--- src/rtl/prog_ctr_pkg.sv ---
// prog_ctr_pkg: shared widths, FSM states, program start addresses and select encodings
package prog_ctr_pkg;
    localparam int PC_W  = 10;
    localparam int PTR_W = 4;
    localparam int CNT_W = 16;

    typedef enum logic [1:0] {ST_IDLE, ST_RUN, ST_HALTED} state_e;

    localparam logic [1:0] SEL_P1   = 2'd0;
    localparam logic [1:0] SEL_P2   = 2'd1;
    localparam logic [1:0] SEL_P3   = 2'd2;
    localparam logic [1:0] SEL_RSVD = 2'd3;

    localparam logic [PC_W-1:0] P1_START = 10'd0;
    localparam logic [PC_W-1:0] P2_START = 10'd320;
    localparam logic [PC_W-1:0] P3_START = 10'd640;

    // The reserved select falls back to program 1.
    function automatic logic [PC_W-1:0] start_addr(input logic [1:0] sel);
        return sel == SEL_P2 ? P2_START : sel == SEL_P3 ? P3_START : P1_START;
    endfunction
endpackage

--- src/rtl/prog_ctr_if.sv ---
// prog_ctr_if: control, branch-table and status signals of the program counter
interface prog_ctr_if #(
    parameter int PC_W  = prog_ctr_pkg::PC_W,
    parameter int PTR_W = prog_ctr_pkg::PTR_W,
    parameter int CNT_W = prog_ctr_pkg::CNT_W
);
    logic             start;
    logic [1:0]       prog_sel;
    logic             halt;
    logic             branch_en;
    logic             zero_flag;
    logic [PTR_W-1:0] lut_idx;
    logic [PTR_W-1:0] lut_pointer;
    logic [PC_W-1:0]  abs_address;
    logic [PC_W-1:0]  prog_ctr;
    logic             busy;
    logic             done;
    logic [CNT_W-1:0] cycle_count;

    modport master (
        output start, prog_sel, halt, branch_en, zero_flag, lut_idx, abs_address,
        input  lut_pointer, prog_ctr, busy, done, cycle_count
    );
    modport slave (
        input  start, prog_sel, halt, branch_en, zero_flag, lut_idx, abs_address,
        output lut_pointer, prog_ctr, busy, done, cycle_count
    );
endinterface

--- src/rtl/prog_ctr.sv ---
// prog_ctr: IDLE/RUN/HALTED program counter with table branches and a saturating run-cycle counter
module prog_ctr
    import prog_ctr_pkg::*;
#(
    parameter int PC_W  = prog_ctr_pkg::PC_W,
    parameter int PTR_W = prog_ctr_pkg::PTR_W,
    parameter int CNT_W = prog_ctr_pkg::CNT_W
) (
    input logic         clk_i,
    input logic         rst_i,
    prog_ctr_if.slave   bus
);
    state_e           state_q, state_d;
    logic [PC_W-1:0]  pc_q, pc_d;
    logic [CNT_W-1:0] cnt_q, cnt_d;
    logic             busy_q, done_q;

    always_comb begin
        state_d = state_q;
        pc_d    = pc_q;
        cnt_d   = cnt_q;
        case (state_q)
            ST_RUN: begin
                cnt_d   = &cnt_q ? cnt_q : cnt_q + CNT_W'(1);
                state_d = bus.halt ? ST_HALTED : ST_RUN;
                // Halt wins over a simultaneous branch and freezes the PC.
                pc_d    = bus.halt ? pc_q :
                          (bus.branch_en && bus.zero_flag) ? bus.abs_address : pc_q + PC_W'(1);
            end
            default: begin
                if (bus.start) begin
                    state_d = ST_RUN;
                    pc_d    = PC_W'(start_addr(bus.prog_sel));
                    cnt_d   = '0;
                end
            end
        endcase
    end

    always_ff @(posedge clk_i) begin
        if (rst_i) begin
            state_q <= ST_IDLE;
            pc_q    <= '0;
            cnt_q   <= '0;
            busy_q  <= 1'b0;
            done_q  <= 1'b0;
        end else begin
            state_q <= state_d;
            pc_q    <= pc_d;
            cnt_q   <= cnt_d;
            busy_q  <= state_d == ST_RUN;
            done_q  <= state_d == ST_HALTED;
        end
    end

    assign bus.lut_pointer = bus.lut_idx;
    assign bus.prog_ctr    = pc_q;
    assign bus.busy        = busy_q;
    assign bus.done        = done_q;
    assign bus.cycle_count = cnt_q;
endmodule

--- src/flat_wrapper.sv ---
// flat-port wrapper written by rule: the top's interface ports become plain ports
module prog_ctr_flat import prog_ctr_pkg::*;
#(
    parameter int PC_W  = prog_ctr_pkg::PC_W,
    parameter int PTR_W = prog_ctr_pkg::PTR_W,
    parameter int CNT_W = prog_ctr_pkg::CNT_W
)
  (clk_i, rst_i, bus_start, bus_prog_sel, bus_halt, bus_branch_en, bus_zero_flag, bus_lut_idx, bus_abs_address, bus_lut_pointer, bus_prog_ctr, bus_busy, bus_done, bus_cycle_count);
  prog_ctr_if #(.PC_W(PC_W), .PTR_W(PTR_W), .CNT_W(CNT_W)) bus_i ();
  input logic clk_i;
  input logic rst_i;
  input wire logic [$bits(bus_i.start)-1:0] bus_start;
  input wire logic [$bits(bus_i.prog_sel)-1:0] bus_prog_sel;
  input wire logic [$bits(bus_i.halt)-1:0] bus_halt;
  input wire logic [$bits(bus_i.branch_en)-1:0] bus_branch_en;
  input wire logic [$bits(bus_i.zero_flag)-1:0] bus_zero_flag;
  input wire logic [$bits(bus_i.lut_idx)-1:0] bus_lut_idx;
  input wire logic [$bits(bus_i.abs_address)-1:0] bus_abs_address;
  output wire logic [$bits(bus_i.lut_pointer)-1:0] bus_lut_pointer;
  output wire logic [$bits(bus_i.prog_ctr)-1:0] bus_prog_ctr;
  output wire logic [$bits(bus_i.busy)-1:0] bus_busy;
  output wire logic [$bits(bus_i.done)-1:0] bus_done;
  output wire logic [$bits(bus_i.cycle_count)-1:0] bus_cycle_count;
  assign bus_i.start = bus_start;
  assign bus_i.prog_sel = bus_prog_sel;
  assign bus_i.halt = bus_halt;
  assign bus_i.branch_en = bus_branch_en;
  assign bus_i.zero_flag = bus_zero_flag;
  assign bus_i.lut_idx = bus_lut_idx;
  assign bus_i.abs_address = bus_abs_address;
  assign bus_lut_pointer = bus_i.lut_pointer;
  assign bus_prog_ctr = bus_i.prog_ctr;
  assign bus_busy = bus_i.busy;
  assign bus_done = bus_i.done;
  assign bus_cycle_count = bus_i.cycle_count;
  prog_ctr #(.PC_W(PC_W), .PTR_W(PTR_W), .CNT_W(CNT_W)) u_core (.clk_i(clk_i), .rst_i(rst_i), .bus(bus_i));
endmodule
--- config.mk ---
export PLATFORM = sky130hd
export DESIGN_NAME = prog_ctr_flat
export DESIGN_NICKNAME = d
export VERILOG_FILES = /design/src/rtl/prog_ctr_pkg.sv /design/src/rtl/prog_ctr_if.sv /design/src/rtl/prog_ctr.sv /design/src/flat_wrapper.sv
export SDC_FILE = /design/constraint.sdc
export NUM_CORES = 1
export LEC_CHECK = 0
export CELL_PAD_IN_SITES_DETAIL_PLACEMENT = 1
export CELL_PAD_IN_SITES_GLOBAL_PLACEMENT = 2
export CORE_MARGIN = 5
export CORE_UTILIZATION = 28
export DETAILED_ROUTE_END_ITERATION = 10
export GPL_ROUTABILITY_DRIVEN = 0
export PLACE_DENSITY_LB_ADDON = 0.1
export SETUP_SLACK_MARGIN = 0.3
export SYNTH_ARGS = -nofsm -noshare
export SYNTH_HDL_FRONTEND = slang
export SYNTH_SLANG_ARGS = --single-unit
--- constraint.sdc ---
create_clock -name clk_i -period 3.6 [get_ports clk_i]
set_input_delay 0.54 -clock clk_i [delete_from_list [all_inputs] [get_ports clk_i]]
set_output_delay 0.54 -clock clk_i [all_outputs]
set_load 0.01 [all_outputs]
==> impl_metrics.env, run 1 <==
export IMPL_status="completed"
export IMPL_ys_async_sr_fraction=0
export IMPL_vias_per_cell=5.45
export IMPL_num_io_pins=54
export IMPL_cts_max_level=2
export IMPL_synth_edf_count=0
export IMPL_drc=0
export IMPL_yosysWarnings=0
export IMPL_clkTransAtPathRegs_ns=0.07
export IMPL_clockBufferDepth=2
export IMPL_p_leak_nw=0.736
export IMPL_power_frac_seq=0.479
export IMPL_antenna_found_initial=0
export IMPL_synth_area_top_cells="dfxtp_1, nand2_1, a21oi_1, nand3_1, o21ai_0"
export IMPL_arrival_ns=2.35
export IMPL_whs_endpoint="u_core.bus.prog_ctr[9]$_SDFFE_PP0P_"
export IMPL_drv_slew=0
export IMPL_fmax_mhz=467
export IMPL_cts_made_buffers=5
export IMPL_hold_depth=2
export IMPL_synthCells=220
export IMPL_grt_max_degree=21
export IMPL_drt_iter0_drc=76
export IMPL_die_h_um=89.7
export IMPL_grt_pass1_wl_um=9770
export IMPL_synth_main_ff_cell="dfxtp_1"
export IMPL_grt_overflow_total=0
export IMPL_synth_area_leader_cell="dfxtp_1"
export IMPL_cp_data_required_time_ns=3.81
export IMPL_reg2reg_depth=4
export IMPL_setup_viol=0
export IMPL_synth_seq_area_share=0.337
export IMPL_tightest_slew_ns=0.808
export IMPL_internal_power_w=0.000544
export IMPL_skew_ns=0.00449
export IMPL_hold_class="reg -> reg"
export IMPL_synth_common_cells="dfxtp_1, nand2_1, a21oi_1"
export IMPL_multi_input_area_um2=1030
export IMPL_netlist_area_um2=1780
export IMPL_die_w_um=89.7
export IMPL_antennaDiodeCount=0
export IMPL_cellPowerDensity_nw_per_um2=317
export IMPL_grt_pass1_vias=1934
export IMPL_timing_hold_ws_ns=0.499
export IMPL_final_hold_violation_count=0
export IMPL_crit_path_end_kind="flop"
export IMPL_routed_wl_um=5760
export IMPL_core_area_um2=6280
export IMPL_combPwrFrac=0.152
export IMPL_switching_share=0.265
export IMPL_cts_tree="built"
export IMPL_synth_top_cell_area_share=0.337
export IMPL_yosys_cell_types_count=54
export IMPL_regArea_um2=601
export IMPL_ys_ff_latch=30
export IMPL_numClockSinks=30
export IMPL_worstReg2RegStart="u_core.state_q[1]$_SDFF_PP0_"
export IMPL_ir_worst_vdd_mv=0.117
export IMPL_ff2ff_setup_slack_ns=1.46
export IMPL_timing_slew_headroom=0.461
export IMPL_grt_use_total=0.144
export IMPL_pwr_share_clk=0.370
export IMPL_critPathLaunchType="flop"
export IMPL_clk_latency_ns=0.28
export IMPL_crit_fanout=18
export IMPL_worstSetupPathType="reg -> reg"
export IMPL_initial_utilization=0.284
export IMPL_dr_pass1_iters=4
export IMPL_cts_setup_buffers=0
export IMPL_stdcell_count=336
export IMPL_total_power_w=0.000740
export IMPL_rows=29
export IMPL_postSynthAreaPerCell_um2=8.09
export IMPL_timing_hold_worst_start="u_core.bus.prog_ctr[9]$_SDFFE_PP0P_"
export IMPL_fin_nets=284
export IMPL_crit_start="u_core.state_q[1]$_SDFF_PP0_"
export IMPL_synth_most_common_cell="dfxtp_1"
export IMPL_r2r_end="u_core.bus.prog_ctr[2]$_SDFFE_PP0P_"
export IMPL_die_area_um2=8050
export IMPL_drtAntennaViolNets=0
export IMPL_syn2layout_area_growth_pct=31.2
export IMPL_finalCriticalPeriod_ns=2.14
export IMPL_holdBufCountCts=0
export IMPL_cts_root_buf="clkbuf_8"
export IMPL_switchingPower_w=0.000196
export IMPL_setup_tns_ns=0
export IMPL_min_period_over_period=0.595
export IMPL_routedWlPerCell_um=17.1
export IMPL_dp_hpwl_um=4250
export IMPL_vias=1830
export IMPL_drv_cap=0
export IMPL_drive_above_1_share=0.0849
export IMPL_port_buffer_count=45
export IMPL_cts_repair_resized=0
export IMPL_place_inst=330
export IMPL_syn_nets=244
export IMPL_n_fill_cell=752
export IMPL_grt_setup_unrepaired="false"
## worst max-delay path by stage
stage,to,slack [ns],cells after the start
2_1_floorplan,u_core.bus.cycle_count[15]$_SDFFE_PP0P_,1.68,4
3_3_place_gp,u_core.bus.prog_ctr[4]$_SDFFE_PP0P_,1.25,6
3_5_place_dp,u_core.bus.prog_ctr[2]$_SDFFE_PP0P_,1.20,6
4_1_cts,u_core.bus.prog_ctr[2]$_SDFFE_PP0P_,1.40,4
5_1_grt,u_core.bus.prog_ctr[2]$_SDFFE_PP0P_,1.14,4
6_report,u_core.bus.prog_ctr[2]$_SDFFE_PP0P_,1.46,4
## sequential cells by signal, summed over array words and instances, names as in the netlist
register	cells
u_core.bus.cycle_count	16
u_core.bus.prog_ctr	10
u_core.state_q	2
u_core.bus.done	1
u_core.bus.busy	1
## metal layers
layer / vias to the layer above / share of wire / global-route usage
met5: - / 0 / 0
met4: 0 / 0.0068 / 0.0302
met3: 4 / 0.044 / 0.0367
met2: 40 / 0.49 / 0.247
met1: 875 / 0.46 / 0.181
li1: 911 / - / -
## layout make-up
class	instances	area share
multi-input cells	162	0.441
flip-flops and latches	30	0.257
repair buffers	49	0.206
well taps	77	0.0412
clock buffers	6	0.0354
inverters	12	0.0193
## kinds of logic (layout without fill, tap and decap cells)
logic type | count (synthesis) | count (layout) | share of synthesized area
simple gates | 93 | 93 | 0.297
compound gates | 62 | 62 | 0.240
flops | 30 | 30 | 0.337
buf+inv | 28 | 67 | 0.0836
mux | 4 | 4 | 0.0232
fa+ha+maj | 2 | 2 | 0.0141
xor+xnor | 1 | 1 | 0.00492
## power groups by stage
stage          clock (W)  combinational, W  sequential (W)
4_1_cts         0.000285          0.000114        0.000355
3_5_place_dp           0          0.000114        0.000362
2_1_floorplan          0         0.0000614        0.000363
5_1_grt         0.000299          0.000124        0.000356
3_3_place_gp           0          0.000113        0.000362
6_report        0.000274          0.000112        0.000354
## cells in the final DEF, fill, tap and decap left out, types with 5 or more instances in the layout
cell type	instances
nand2_1	19
nor2_1	10
a21oi_1	14
o31ai_1	5
o21ai_0	12
o211ai_1	5
and3_1	5
nand4_1	8
clkdlybuf4s50_1	45
nand3_1	13
nand2b_1	6
clkbuf_8	6
inv_1	12
dfxtp_1	30
## critical path, stage by stage, from the launching register on
cell      delay [ns]
dfxtp_1         0.37
nand2b_1        0.51
a21oi_1         0.82
o21ai_0         0.21
a21oi_1         0.17
## stage by stage
stage / util / setup WS [ns] / area (um2)
finish: 0.372 / 1.46 / 2340
global placement: 0.359 / 1.25 / 2250
CTS: 0.372 / 1.40 / 2340
floorplan: - / 1.68 / 1780
detailed placement: 0.359 / 1.20 / 2250
global route: 0.372 / 1.14 / 2340
(Power assumes the default switching activity.)
==> run 2, diff against run 1 <==
--- a/config.mk
+++ b/config.mk
@@ -8,7 +8,7 @@
 export CELL_PAD_IN_SITES_DETAIL_PLACEMENT = 1
 export CELL_PAD_IN_SITES_GLOBAL_PLACEMENT = 2
 export CORE_MARGIN = 5
-export CORE_UTILIZATION = 28
+export CORE_UTILIZATION = 24
 export DETAILED_ROUTE_END_ITERATION = 10
 export GPL_ROUTABILITY_DRIVEN = 0
 export PLACE_DENSITY_LB_ADDON = 0.1
==> constraint.sdc (replaced) <==
create_clock -name clk_i -period 1.8 [get_ports clk_i]
set_input_delay 0.27 -clock clk_i [delete_from_list [all_inputs] [get_ports clk_i]]
set_output_delay 0.27 -clock clk_i [all_outputs]
set_load 0.01 [all_outputs]
==> run 2 against run 1 <==
  * Critical path depth stayed put
  * Clock-buffer cell count is 2 higher
  * Worst hold slack worse by 0.0061 ns
  * Maximum frequency is 20% higher
  * Critical endpoint is now u_core.bus.cycle_count[15]$_SDFFE_PP0P_
  * Highest routed layer unchanged
==> impl_metrics.env, run 2 (synthesis results as in run 1) <==
export IMPL_regArea_um2=644
export IMPL_syn2layout_area_growth_pct=71.9
export IMPL_dr_pass1_iters=4
export IMPL_vias_per_cell=5.03
export IMPL_grt_pass1_wl_um=11500
export IMPL_hold_depth=2
export IMPL_drive_above_1_share=0.397
export IMPL_path_buf_inv=0
export IMPL_port_buffer_count=45
export IMPL_p_leak_nw=1.27
export IMPL_reg2reg_depth=4
export IMPL_cts_root_buf="clkbuf_8"
export IMPL_dp_hpwl_um=5020
export IMPL_vias=2059
export IMPL_drv_cap=0
export IMPL_ir_worst_vdd_mv=0.201
export IMPL_num_io_pins=54
export IMPL_cts_tree="built"
export IMPL_grt_max_degree=19
export IMPL_worstSetupPathType="reg -> reg"
export IMPL_grt_pass1_vias=2249
export IMPL_setup_viol=0
export IMPL_hold_class="reg -> reg"
export IMPL_cp_top_family="simple AND/OR/NAND/NOR gates"
export IMPL_drv_slew=0
export IMPL_antenna_found_initial=0
export IMPL_mostFrequentLayoutCell="buf_4"
export IMPL_layout_common_cells="buf_4, nand2_1, clkdlybuf4s50_1, dlygate4sd2_1, inv_1"
export IMPL_finalCriticalPeriod_ns=1.78
export IMPL_cts_max_level=2
export IMPL_slowest_stage="or4_4"
export IMPL_crit_fanout=4
export IMPL_holdBufCountCts=0
export IMPL_n_fill_cell=854
export IMPL_fmax_mhz=560
export IMPL_timing_slew_headroom=0.749
export IMPL_place_area_um2=2630
export IMPL_cellPowerDensity_nw_per_um2=513
export IMPL_drtAntennaViolNets=0
export IMPL_status="completed"
export IMPL_timing_hold_worst_start="u_core.bus.prog_ctr[9]$_SDFFE_PP0P_"
export IMPL_routed_wl_um=6970
export IMPL_antennaDiodeCount=0
export IMPL_largest_register_ffs=16
export IMPL_crit_start="u_core.bus.cycle_count[6]$_SDFFE_PP0P_"
export IMPL_worstReg2RegStart="u_core.bus.cycle_count[6]$_SDFFE_PP0P_"
export IMPL_setup_ws_ns=0.0151
export IMPL_final_hold_violation_count=0
export IMPL_total_power_w=0.00157
export IMPL_rows=31
export IMPL_final_area_um2=3060
export IMPL_critPathLaunchType="flop"
export IMPL_fin_nets=333
export IMPL_drc=0
export IMPL_drt_iter0_drc=38
export IMPL_arrival_ns=1.96
export IMPL_numClockSinks=30
export IMPL_cts_made_buffers=5
export IMPL_grt_setup_unrepaired="true"
export IMPL_worst_path_stages=4
export IMPL_dp_slack_ns=-0.00641
export IMPL_cp_data_required_time_ns=1.98
export IMPL_clkTransAtPathRegs_ns=0.07
export IMPL_routedWlPerCell_um=17.0
export IMPL_crit_path_end_kind="flop"
export IMPL_die_w_um=96.1
export IMPL_grt_use_total=0.161
export IMPL_path_cells="nand4_1 -> or4_4 -> or4b_4 -> and3_4"
export IMPL_core_area_um2=7250
export IMPL_grt_overflow_total=0
export IMPL_die_area_um2=9240
export IMPL_initial_utilization=0.245
export IMPL_clockBufferDepth=2
export IMPL_max_stage_delay_ns=0.57
export IMPL_clk_latency_ns=0.28
export IMPL_tightest_slew_ns=0.376
export IMPL_min_period_over_period=0.992
export IMPL_skew_ns=0.00250
export IMPL_die_h_um=96.1
export IMPL_multi_input_area_um2=1270
run 2: cell count changes in the layout (fill, tap and decap cells not counted), sizes merged:
cell           previous run  this run
buf                       4        53
clkbuf                    6         8
clkdlybuf4s50            45        19
dlygate4sd2               0        19
dlymetal6s2s              0         7
run 2: worst min-delay path: cells and delay by family, from the launching register on:
family / cells / cell delay, ns
AO/OA/AOI/OAI: 1 / 0.05
buffers and inverters: 1 / 0.07
flip-flops: 1 / 0.32
run 2: power breakdown:
| part | switching (W) | total (W) | internal [W] |
|---|---|---|---|
| registers | 0.0000202 | 0.000695 | 0.000675 |
| clock network | 0.000271 | 0.000546 | 0.000275 |
| logic | 0.000162 | 0.000330 | 0.000168 |
run 2: worst paths after layout:
| path | to | slack (ns) |
|---|---|---|
| worst max-delay path | u_core.bus.cycle_count[15]$_SDFFE_PP0P_ | 0.02 |
| worst min register to register | u_core.bus.prog_ctr[9]$_SDFFE_PP0P_ | 0.49 |
| worst max register to register | u_core.bus.cycle_count[15]$_SDFFE_PP0P_ | 0.02 |
| worst min-delay path | u_core.bus.prog_ctr[9]$_SDFFE_PP0P_ | 0.49 |
run 2: through the flow:
stage               hold WS [ns]  cells  utilization  setup TNS, ns
floorplan                  0.369    220            -              0
global placement           0.478    385        0.363              0
detailed placement         0.476    385        0.363       -0.00641
CTS                        0.493    405        0.394              0
global route               0.527    409        0.422         -0.105
finish                     0.493    409        0.422              0
run 2: repair_timing:
item	CTS	global route
gates resized for setup	40	38
setup endpoints to repair	42	32
pin swaps	12	15
buffers inserted	12	4
run 2: layout make-up:
type	count	share of cell area
inverters	12	0.0147
clock buffers	8	0.0262
flip-flops and latches	30	0.211
multi-input cells	162	0.417
well taps	99	0.0405
repair buffers	98	0.291
run 2: layer usage:
layer	track usage	routed length, um
met2	0.283	3590
met1	0.190	2980
met4	0.0569	104
met3	0.0352	288
met5	0	0
